File: config.mk
export PLATFORM = sky130hd
export DESIGN_NAME = spi_word_rx
export DESIGN_NICKNAME = d
export VERILOG_FILES = /design/src/rtl/spi_word_rx.sv
export SDC_FILE = /design/constraint.sdc
export NUM_CORES = 1
export LEC_CHECK = 0
export ABC_AREA = 1
export CAP_MARGIN = 15
export CELL_PAD_IN_SITES_DETAIL_PLACEMENT = 2
export CELL_PAD_IN_SITES_GLOBAL_PLACEMENT = 2
export CORE_AREA = 2 2 81 122
export DETAILED_ROUTE_END_ITERATION = 8
export DIE_AREA = 0 0 83 124
export PLACE_DENSITY = 0.79
export SYNTH_ARGS = -nofsm -noshare
export SYNTH_HDL_FRONTEND = slang
export SYNTH_SLANG_ARGS = --single-unit
export TNS_END_PERCENT = 100
File: constraint.sdc
create_clock -name i_clk -period 1.4 [get_ports i_clk]
set_input_delay 0.28 -clock i_clk [delete_from_list [all_inputs] [get_ports i_clk]]
set_output_delay 0.28 -clock i_clk [all_outputs]
set_load 0.02 [all_outputs]
File: src/rtl/spi_word_rx.sv
// SPI slave front end: oversamples DCK/CS/MOSI, deserialises MSB-first frames into words.
// Latency: o_valid / o_eof appear 3 core clocks after the input transition is first sampled.
// Backpressure: none; every o_valid strobe must be consumed in the cycle it is presented.
module spi_word_rx #(
  parameter int c_width = 16,
  parameter int c_cntw  = 8
) (
  input  logic                i_clk,
  input  logic                i_rst_n,
  input  logic                i_dck,
  input  logic                i_cs,
  input  logic                i_mosi,
  output logic [c_width-1:0]  o_data,
  output logic                o_valid,
  output logic                o_first,
  output logic [c_cntw-1:0]   o_index,
  output logic                o_eof,
  output logic                o_err
);

  localparam int c_bw = $clog2(c_width);
  localparam logic [c_bw-1:0] c_last = c_bw'(c_width - 1);

  typedef enum logic {ST_IDLE, ST_ACTIVE} state_t;

  // synchroniser chains; CS idles high so its flops reset to 1
  logic dck_s1_q, dck_s2_q, dck_s3_q;
  logic cs_s1_q, cs_s2_q, cs_s3_q;
  logic mosi_s1_q, mosi_s2_q;

  state_t              state_q, state_d;
  logic [c_bw-1:0]     bit_cnt_q, bit_cnt_d;
  logic [c_cntw-1:0]   word_cnt_q, word_cnt_d;
  logic [c_width-1:0]  shift_q, shift_d;
  logic                first_pend_q, first_pend_d;
  logic [c_width-1:0]  data_q, data_d;
  logic                valid_q, valid_d;
  logic                first_q, first_d;
  logic [c_cntw-1:0]   index_q, index_d;
  logic                eof_q, eof_d;
  logic                err_q, err_d;

  logic                rise, cs_fall, cs_rise;
  logic [c_width-1:0]  shift_next;

  assign rise    = dck_s2_q & ~dck_s3_q;
  assign cs_fall = ~cs_s2_q & cs_s3_q;
  assign cs_rise = cs_s2_q & ~cs_s3_q;

  // bring the asynchronous host lines into the core clock domain
  always_ff @(posedge i_clk or negedge i_rst_n) begin
    if (!i_rst_n) begin
      dck_s1_q  <= 1'b0;
      dck_s2_q  <= 1'b0;
      dck_s3_q  <= 1'b0;
      cs_s1_q   <= 1'b1;
      cs_s2_q   <= 1'b1;
      cs_s3_q   <= 1'b1;
      mosi_s1_q <= 1'b0;
      mosi_s2_q <= 1'b0;
    end else begin
      dck_s1_q  <= i_dck;
      dck_s2_q  <= dck_s1_q;
      dck_s3_q  <= dck_s2_q;
      cs_s1_q   <= i_cs;
      cs_s2_q   <= cs_s1_q;
      cs_s3_q   <= cs_s2_q;
      mosi_s1_q <= i_mosi;
      mosi_s2_q <= mosi_s1_q;
    end
  end

  // frame FSM: shifting, word completion and frame-end reporting
  always_comb begin
    state_d      = state_q;
    bit_cnt_d    = bit_cnt_q;
    word_cnt_d   = word_cnt_q;
    shift_d      = shift_q;
    first_pend_d = first_pend_q;
    data_d       = data_q;
    valid_d      = 1'b0;
    first_d      = first_q;
    index_d      = index_q;
    eof_d        = 1'b0;
    err_d        = 1'b0;
    shift_next   = {shift_q[c_width-2:0], mosi_s2_q};
    case (state_q)
      ST_IDLE: begin
        bit_cnt_d = '0;
        shift_d   = '0;
        if (cs_fall) begin
          state_d      = ST_ACTIVE;
          word_cnt_d   = '0;
          first_pend_d = 1'b1;
        end
      end
      ST_ACTIVE: begin
        // CS wins over a coincident DCK edge: the edge is dropped and err uses the old count
        if (cs_rise) begin
          state_d   = ST_IDLE;
          eof_d     = 1'b1;
          err_d     = (bit_cnt_q != '0);
          bit_cnt_d = '0;
          shift_d   = '0;
        end else if (rise) begin
          shift_d = shift_next;
          if (bit_cnt_q == c_last) begin
            bit_cnt_d    = '0;
            data_d       = shift_next;
            valid_d      = 1'b1;
            first_d      = first_pend_q;
            index_d      = word_cnt_q;
            first_pend_d = 1'b0;
            if (word_cnt_q != '1) begin
              word_cnt_d = word_cnt_q + c_cntw'(1);
            end
          end else begin
            bit_cnt_d = bit_cnt_q + c_bw'(1);
          end
        end
      end
      default: state_d = ST_IDLE;
    endcase
  end

  // state and output registers
  always_ff @(posedge i_clk or negedge i_rst_n) begin
    if (!i_rst_n) begin
      state_q      <= ST_IDLE;
      bit_cnt_q    <= '0;
      word_cnt_q   <= '0;
      shift_q      <= '0;
      first_pend_q <= 1'b0;
      data_q       <= '0;
      valid_q      <= 1'b0;
      first_q      <= 1'b0;
      index_q      <= '0;
      eof_q        <= 1'b0;
      err_q        <= 1'b0;
    end else begin
      state_q      <= state_d;
      bit_cnt_q    <= bit_cnt_d;
      word_cnt_q   <= word_cnt_d;
      shift_q      <= shift_d;
      first_pend_q <= first_pend_d;
      data_q       <= data_d;
      valid_q      <= valid_d;
      first_q      <= first_d;
      index_q      <= index_d;
      eof_q        <= eof_d;
      err_q        <= err_d;
    end
  end

  assign o_data  = data_q;
  assign o_valid = valid_q;
  assign o_first = first_q;
  assign o_index = index_q;
  assign o_eof   = eof_q;
  assign o_err   = err_q;

endmodule
# Yosys cells after proc, flatten, opt, wreduce, memory -nomap -nowiden

Index checks and enable logic that the tools add are counted.

$add $sub $neg: 2
Equality and inequality tests: 8
Muxes and demuxes: 29
Bitwise gates (word level): 8
Reduce and logical (&&, ||, !) cells: 4

Operators with widths:

| operator                                               | count |
|---|---|
| two-way mux 8 bit                                      | 5 |
| two-way mux 15 bit                                     | 2 |
| case mux 15 bit (2 select lines)                       | 1 |
| case mux 8 bit (2 select lines)                        | 1 |
| two-way mux 1 bit                                      | 14 |
| two-way mux 4 bit                                      | 3 |
| adder 8 x 1 -> 8 bit (second input constant)           | 1 |
| inequality test 8 bit (second input constant)          | 1 |
| case mux 4 bit (2 select lines)                        | 1 |
| AND reduction 4 bit                                    | 2 |
| inequality test 2 x 1 -> 1 bit (second input constant) | 3 |
| NOT 1 bit                                              | 5 |
| AND reduction 5 bit                                    | 1 |
| adder 4 x 1 -> 4 bit (second input constant)           | 1 |
| == test 4 bit (second input constant)                  | 1 |
| inequality test 2 bit (second input constant)          | 2 |
| case mux 1 bit (2 select lines)                        | 2 |
| nonzero test 4 bit                                     | 1 |
| AND 1 bit                                              | 3 |
| inequality test 3 x 1 -> 1 bit (second input constant) | 1 |

Register bits after elaboration: 65
Bits of input ports: 5
Word-level logic and storage cells: 70

# Longest topological paths before layout

Gate-level depths: netlist of the first run.

Depth after elaboration: 6
Mapped depth: 9
Mapped depth without buffers: 9

# Worst setup path after synthesis of the first run

OpenSTA, ideal clock, no wires.

Kind: register to register
Start point: register bit_cnt_q[0]
End point: register data_q[10], in the netlist o_data[10]
Arrival time: 1286 ps
Data required time: 1283 ps
Path slack: -3 ps
Cell stages (with the launch flop): 10
Buffers on the path: 1
Path through: dfrtp_1 ha_1 nand2_1 nor2_1 nand2_2 nor2_8 inv_4 buf_6 nand2_2 o21ai_2

Cells in the longest elaborated chain, start to end: 2

Ends and longest elaborated chain:

| what                          | RTL line | source |
|---|---|---|
| start, declared               | 32       | `logic [c_bw-1:0] bit_cnt_q, bit_cnt_d;` |
| start signal, assigned        | 142      | `bit_cnt_q <= bit_cnt_d;` |
| == test 4 bit                 | 107      | `if (bit_cnt_q == c_last) begin` |
| AND reduction 4 bit (no line) | --       |  |
| end signal, assigned          | 146      | `data_q <= data_d;` |
| end, declared                 | 36       | `logic [c_width-1:0] data_q, data_d;` |

Every way passes these cells.
A chain may end at the register's enable or synchronous reset.

# Worst setup path in the final report of the first run

Start point: register bit_cnt_q[1]
End point: register data_q[11], in the netlist o_data[11]

Same word-level chain as after synthesis.

==> qor.yml, run 1 <==
run_status:
  outcome: "complete, but fails checks"
  failed_checks: "negative setup slack"
critical_path:
  rr_endpoint: "o_data[11]"
  regToRegStartpoint: "bit_cnt_q[1]"
  reg2reg_depth: 10
  r2r_slack_ns: -0.15
  cp-startpoint: "bit_cnt_q[1]"
  startpoint_type: "register"
  cp_max_fo: 5
  crit_required_ns: 1.63
  path_class: "reg -> reg"
  cp_data_arrival_time_ns: 1.78
  end_kind: "register"
  critPathCapture: "o_data[11]"
power:
  ir_drop_mv: 0.632
  power_density_nw_per_um2: 1170
  power.leakage_nw: 2.04
finish:
  utilization: 0.456
  antenna_cells: 0
  n_fill_cell: 953
  final_common_cell: "dfrtp_1"
  finalNetCount: 366
  drive_gt1_frac: 0.428
  final_cell_mix: "62 x dfrtp_1, 46 x nand2_1, 29 x o21ai_2"
  syn2layout_area_growth_pct: 49.8
sta:
  timing.final.crit_share: 1.11
  slew_headroom: 0.749
  setup_viol: 52
  fmax_mhz: 643
  fin_crit_ns: 1.55
  hold_violations: 0
  finalClockSkew_ns: 0.0104
  tns_ns: -3.03
  setup_ws_ns: -0.155
  drv_slew: 0
  rsz0062_at_grt: "yes"
  worst_pin_slew_ns: 0.376
clock_network:
  cts_tree: "built"
  clkSinkCount: 65
  cts-root-buf: "clkbuf_16"
  clock_path_buffers: 2
  path_clk_slew_ns: 0.06
  cts_htree_levels: 3
  numCtsBuffers: 9
  clock_latency_ns: 0.34
synthesis:
  netlist_area_um2: 2800
  yosys-top-cells-area: "dfrtp_1 55%, nand2_1 8.3%, o21ai_2 6.3%, inv_1 4.0%, nand2_2 3.8%"
  yosysTopAreaCell: "dfrtp_1"
  synth_cells: 287
  avgSynthCellArea_um2: 9.75
  synth.top_cell.area_share: 0.554
  yosysSeqAreaShare: 0.582
  synth.ff_latch_count: 65
  yosysWarnings: 0
  synth_nets: 295
  synth_cell_type_count: 25
place:
  gp_congestion: 0.726
  port_buffers: 32
  post-dp-hpwl_um: 4890
  dp_slack_ns: -0.122
floorplan:
  die_h_um: 124
  core_um2: 9200
  die_w_um: 83
  ios: 33
  rows: 43
  die-area_um2: 10300
  start_util: 0.304
routing:
  wl_per_cell_um: 20.1
  num_vias: 2294
  wl_um: 9510
  first_iter_violations: 49
  firstDrtPassIters: 4
  drc: 0
  drtAntennaViolNets: 0
  avgViaCountPerCell: 4.84
global_routing:
  grt_overflow_total: 0
  grt_pass1_vias: 2632
  grt_usage: 0.185
  grt_pass1_wl_um: 14300
  grt_max_degree: 66
  antenna_found_initial: 0
job:
  maxCapViolCount: 0
worst_hold_path:
  holdCritPathClass: "reg -> reg"
  hold_path.startpoint: "dck_s1_q"
==> cells in the mapped netlist <==
| cell type | count |
|---|---|
| inv_2 | 3 |
| inv_4 | 3 |
| a21boi_0 | 1 |
| nor2_8 | 2 |
| nand3_1 | 12 |
| o21ai_0 | 20 |
| clkbuf_1 | 3 |
| dfrtp_1 | 62 |
| nor2_1 | 13 |
| buf_2 | 1 |
| dfstp_2 | 3 |
| o211ai_1 | 1 |
| nor2_4 | 1 |
| a211oi_1 | 1 |
| buf_4 | 1 |
| buf_6 | 4 |
| nand2_2 | 17 |
| ha_1 | 3 |
| nand4_1 | 1 |
| o21ai_2 | 20 |
| inv_1 | 30 |
| nor3_1 | 2 |
| a21oi_1 | 20 |
| nand2_1 | 62 |
| a31oi_1 | 1 |
==> power by group <==
group,internal [mW],switching [mW],total [mW]
combinational,0.256,0.377,0.633
sequential,1.94,0.0516,1.99
clock,1.46,0.837,2.30
==> layer usage <==
layer	vias up	global-route usage	wire length, µm
li1	1058	-	-
met4	0	0.0809	157
met2	29	0.362	5800
met1	1197	0.187	3390
met3	10	0.0411	171
met5	-	0	0
==> how the worst min path moves through the flow <==
stage                   end  slack, ns  depth (start not counted)
2_1_floorplan  bit_cnt_q[0]      -0.02                          0
3_3_place_gp       dck_s1_q       0.32                          2
3_5_place_dp       dck_s1_q       0.33                          2
4_1_cts             cs_s1_q       0.34                          1
5_1_grt             cs_s1_q       0.35                          1
6_report           dck_s2_q       0.35                          0
==> final cells by class <==
class,instances,area [µm²],share of cell area
sequential,65,1630,0.389
multi-input combinational,177,1230,0.293
timing repair buffer,69,748,0.179
clock buffer,12,256,0.0612
inverter,36,150,0.0358
tap,112,140,0.0334
clock inverter,3,40.0,0.00955
==> registers in the layout (all words and copies together), names as in the netlist <==
name and flops:
bit_cnt_q 4, cs_s1_q 1, cs_s2_q 1, cs_s3_q 1, dck_s1_q 1, dck_s2_q 1, dck_s3_q 1, first_pend_q 1
mosi_s1_q 1, mosi_s2_q 1, o_data 16, o_eof 1, o_err 1, o_first 1, o_index 8, o_valid 1
shift_q 15, state_q 1, word_cnt_q 8
==> what timing repair did <==
action,4_1_cts,5_1_grt
hold endpoints to repair,62,0
setup endpoints to repair,76,55
setup buffers,3,4
pin swaps,9,2
hold buffers,1,0
cloned,3,2
gates resized for setup,65,64
==> cells by family (layout without fill, tap and decap cells) <==
group	Yosys count	in the layout	share of synthesized area
buf+inv	45	120	0.0755
fa+ha+maj	3	3	0.0134
simple gates	110	110	0.184
compound gates	64	64	0.144
flops	65	65	0.582
==> worst max-delay path: stages, from the launching register on <==
cell and delay, ns:
dfrtp_1 0.40, ha_4 0.18, nand2_4 0.06, nor2_4 0.15, nand2_4 0.08, nor2_8 0.12, inv_8 0.07, buf_12 0.14
buf_16 0.14, nand2_4 0.05, o21ai_2 0.04
==> per-stage QoR <==
step	hold WS, ns	instance area, µm²	power, mW	std cells
2_1_floorplan	-0.0156	2800	2.22	287
3_3_place_gp	0.323	3430	2.39	446
3_5_place_dp	0.329	3430	2.41	446
4_1_cts	0.342	3940	4.74	468
5_1_grt	0.354	4190	5.12	474
6_report	0.349	4190	4.92	474
No activity file was read; power rests on OpenSTA's default activity.
==> run 2, diff against run 1 <==
--- a/config.mk
+++ b/config.mk
@@ -9,10 +9,11 @@
 export CAP_MARGIN = 15
 export CELL_PAD_IN_SITES_DETAIL_PLACEMENT = 2
 export CELL_PAD_IN_SITES_GLOBAL_PLACEMENT = 2
-export CORE_AREA = 2 2 81 122
+export CORE_AREA = 2 2 77 115
 export DETAILED_ROUTE_END_ITERATION = 8
-export DIE_AREA = 0 0 83 124
-export PLACE_DENSITY = 0.79
+export DIE_AREA = 0 0 79 117
+export MAX_ROUTING_LAYER = met4
+export PLACE_DENSITY = 0.84
 export SYNTH_ARGS = -nofsm -noshare
 export SYNTH_HDL_FRONTEND = slang
 export SYNTH_SLANG_ARGS = --single-unit
==> constraint.sdc (replaced) <==
create_clock -name i_clk -period 1.5 [get_ports i_clk]
set_input_delay 0.3 -clock i_clk [delete_from_list [all_inputs] [get_ports i_clk]]
set_output_delay 0.3 -clock i_clk [all_outputs]
set_load 0.02 [all_outputs]
==> run 2 against run 1 <==
Against the previous run: the run now ends clean; cell count is 3.8% lower; global-route usage is essentially flat; routed wire length down 13%; non-clock buffer count decreased by 13; critical endpoint is now word_cnt_q[1]; largest cell class unchanged; highest routed layer unchanged.
==> qor.yml, run 2 (synthesized netlist as in run 1, its figures left out) <==
clock_network:
  numCtsBuffers: 9  # unchanged
  cts_htree_levels: 3  # unchanged
  clock_latency_ns: 0.34  # about the same
  clkSinkCount: 65  # unchanged
  cts-root-buf: "clkbuf_16"
  path_clk_slew_ns: 0.05  # about the same
  cts_tree: "built"
  clock_path_buffers: 2  # unchanged
power:
  power.leakage_nw: 1.95  # -4.4%
  power.total_mw: 4.48  # -8.9%
  power_density_nw_per_um2: 1170  # -0.31%
  ir_drop_mv: 0.833  # +32%
routing:
  wl_per_cell_um: 18.1  # -9.6%
  firstDrtPassIters: 4  # unchanged
  num_vias: 2202  # -4.0%
  first_iter_violations: 105  # +110%
  drtAntennaViolNets: 0  # unchanged
  avgViaCountPerCell: 4.83  # -0.22%
  drc: 0  # unchanged
  wl_um: 8270  # -13%
job:
  maxCapViolCount: 0  # unchanged
critical_path:
  cpPeakStageDelay_ns: 0.37  # -0.03 ns
  end_kind: "register"
  path_class: "reg -> reg"
  worstPathCellList: "ha_2 -> nand2_4 -> nor2_4 -> nand2_1 -> nand2_2 -> nand2_4 -> buf_6 -> nand3_1 -> nand2_1"
  crit_required_ns: 1.72  # +0.09 ns
  cp_max_fo: 5  # unchanged
  path_buf_inv: 1  # -2
  cp_data_arrival_time_ns: 1.71  # -0.07 ns
  slowest_stage: "dfrtp_1"
  startpoint_type: "register"
  cp.depth: 9  # -1
  cp_top_family: "simple AND/OR/NAND/NOR gates"
  reg2reg_depth: 9  # -1
place:
  placed_cells: 433  # -2.9%
  post-dp-hpwl_um: 4840  # -1.0%
  dp_slack_ns: -0.0706  # +0.0515 ns
  gp_congestion: 0.819  # +13%
  port_buffers: 32  # unchanged
  dpl_cell_area_um2: 3350  # -2.3%
finish:
  final_cell_mix: "62 x dfrtp_1, 55 x nand2_1, 28 x inv_1, 28 x dlygate4sd2_1"
  final_common_cell: "dfrtp_1"
  final_area_um2: 3830  # -8.6%
  drive_gt1_frac: 0.289  # -0.139
  syn2layout_area_growth_pct: 36.8
  finalNetCount: 353  # -3.6%
  largest_reg_flops: 16  # unchanged
  layout.cells.non_filler: 456  # -3.8%
  antenna_cells: 0  # unchanged
  utilization: 0.461  # +0.00526
  n_fill_cell: 888  # -6.8%
sta:
  fin_crit_ns: 1.49  # -0.0643 ns
  timing.final.crit_share: 0.994  # -0.117
  hold_violations: 0  # unchanged
  rsz0062_at_grt: "yes"
  fmax_mhz: 671  # +4.3%
  worst_pin_slew_ns: 0.356  # -0.0202 ns
  slew_headroom: 0.763  # +0.0135
  finalClockSkew_ns: 0.00621  # -0.00420 ns
  tns_ns: 0  # +3.03 ns
  setup_viol: 0  # -100%
  hold_ws_ns: 0.341  # -0.00832 ns
  drv_slew: 0  # unchanged
  setup_ws_ns: 0.00965  # +0.164 ns
floorplan:
  die_h_um: 117  # -5.6%
  ios: 33  # unchanged
  core_um2: 8310  # -9.7%
  start_util: 0.337  # +0.0326
  die-area_um2: 9240  # -10%
  rows: 41  # -4.7%
  die_w_um: 79  # -4.8%
global_routing:
  grt_max_degree: 66  # unchanged
  grt_pass1_vias: 2394  # -9.0%
  grt_usage: 0.185  # +0.000229
  grt_overflow_total: 0  # unchanged
  grt_pass1_wl_um: 12400  # -13%
  antenna_found_initial: 0  # unchanged
run_status:
  outcome: "completed"
worst_hold_path:
  hold_depth: 0  # unchanged
  holdCritPathClass: "reg -> reg"
## run 2: area by class of cell
type / instances / area, µm² / area share
sequential: 65 / 1630 / 0.426
multi-input combinational: 177 / 1030 / 0.270
timing repair buffer: 56 / 573 / 0.150
clock buffer: 12 / 246 / 0.0644
inverter: 36 / 148 / 0.0385
tap: 107 / 134 / 0.0350
clock inverter: 3 / 65.1 / 0.0170
## run 2: what timing repair did
item	CTS	global route
endpoints found under the hold margin	55	0
setup endpoints to repair	61	39
pin swaps	5	5
hold buffers	1	0
resized for setup	41	13
buffers inserted	3	1
gates cloned	0	3
## run 2: layer usage
layer,vias to the layer above,share of wire,track usage
li1,1028,-,-
met1,1128,0.39,0.196
met2,33,0.56,0.325
met3,13,0.027,0.0460
met4,0,0.021,0.0839
met5,-,0,-
## run 2: worst reg2reg max path, cell delays in order, from the launching register on
cell and delay, ns:
dfrtp_1 0.37, ha_2 0.23, nand2_4 0.07, nor2_4 0.11
nand2_1 0.08, nand2_2 0.12, nand2_4 0.07, buf_6 0.14
nand3_1 0.10, nand2_1 0.09
## run 2: final timing paths
| kind | from | endpoint | slack, ns |
|---|---|---|---|
| max | word_cnt_q[1] | word_cnt_q[1] | 0.01 |
| min | mosi_s1_q | mosi_s2_q | 0.34 |
| max reg2reg | word_cnt_q[1] | word_cnt_q[1] | 0.01 |
| min reg2reg | mosi_s1_q | mosi_s2_q | 0.34 |
| max in group asynchronous | i_rst_n | cs_s2_q | 0.65 |
| min in group asynchronous | i_rst_n | o_index[7] | 0.50 |
## run 2: where the power goes
part | total, mW | internal [mW] | switching [mW] | leakage, nW
registers | 1.85 | 1.81 | 0.0394 | 0.874
clock network | 2.22 | 1.49 | 0.735 | 0.153
logic | 0.410 | 0.132 | 0.279 | 0.923
total | 4.48 | 3.43 | 1.05 | 1.95
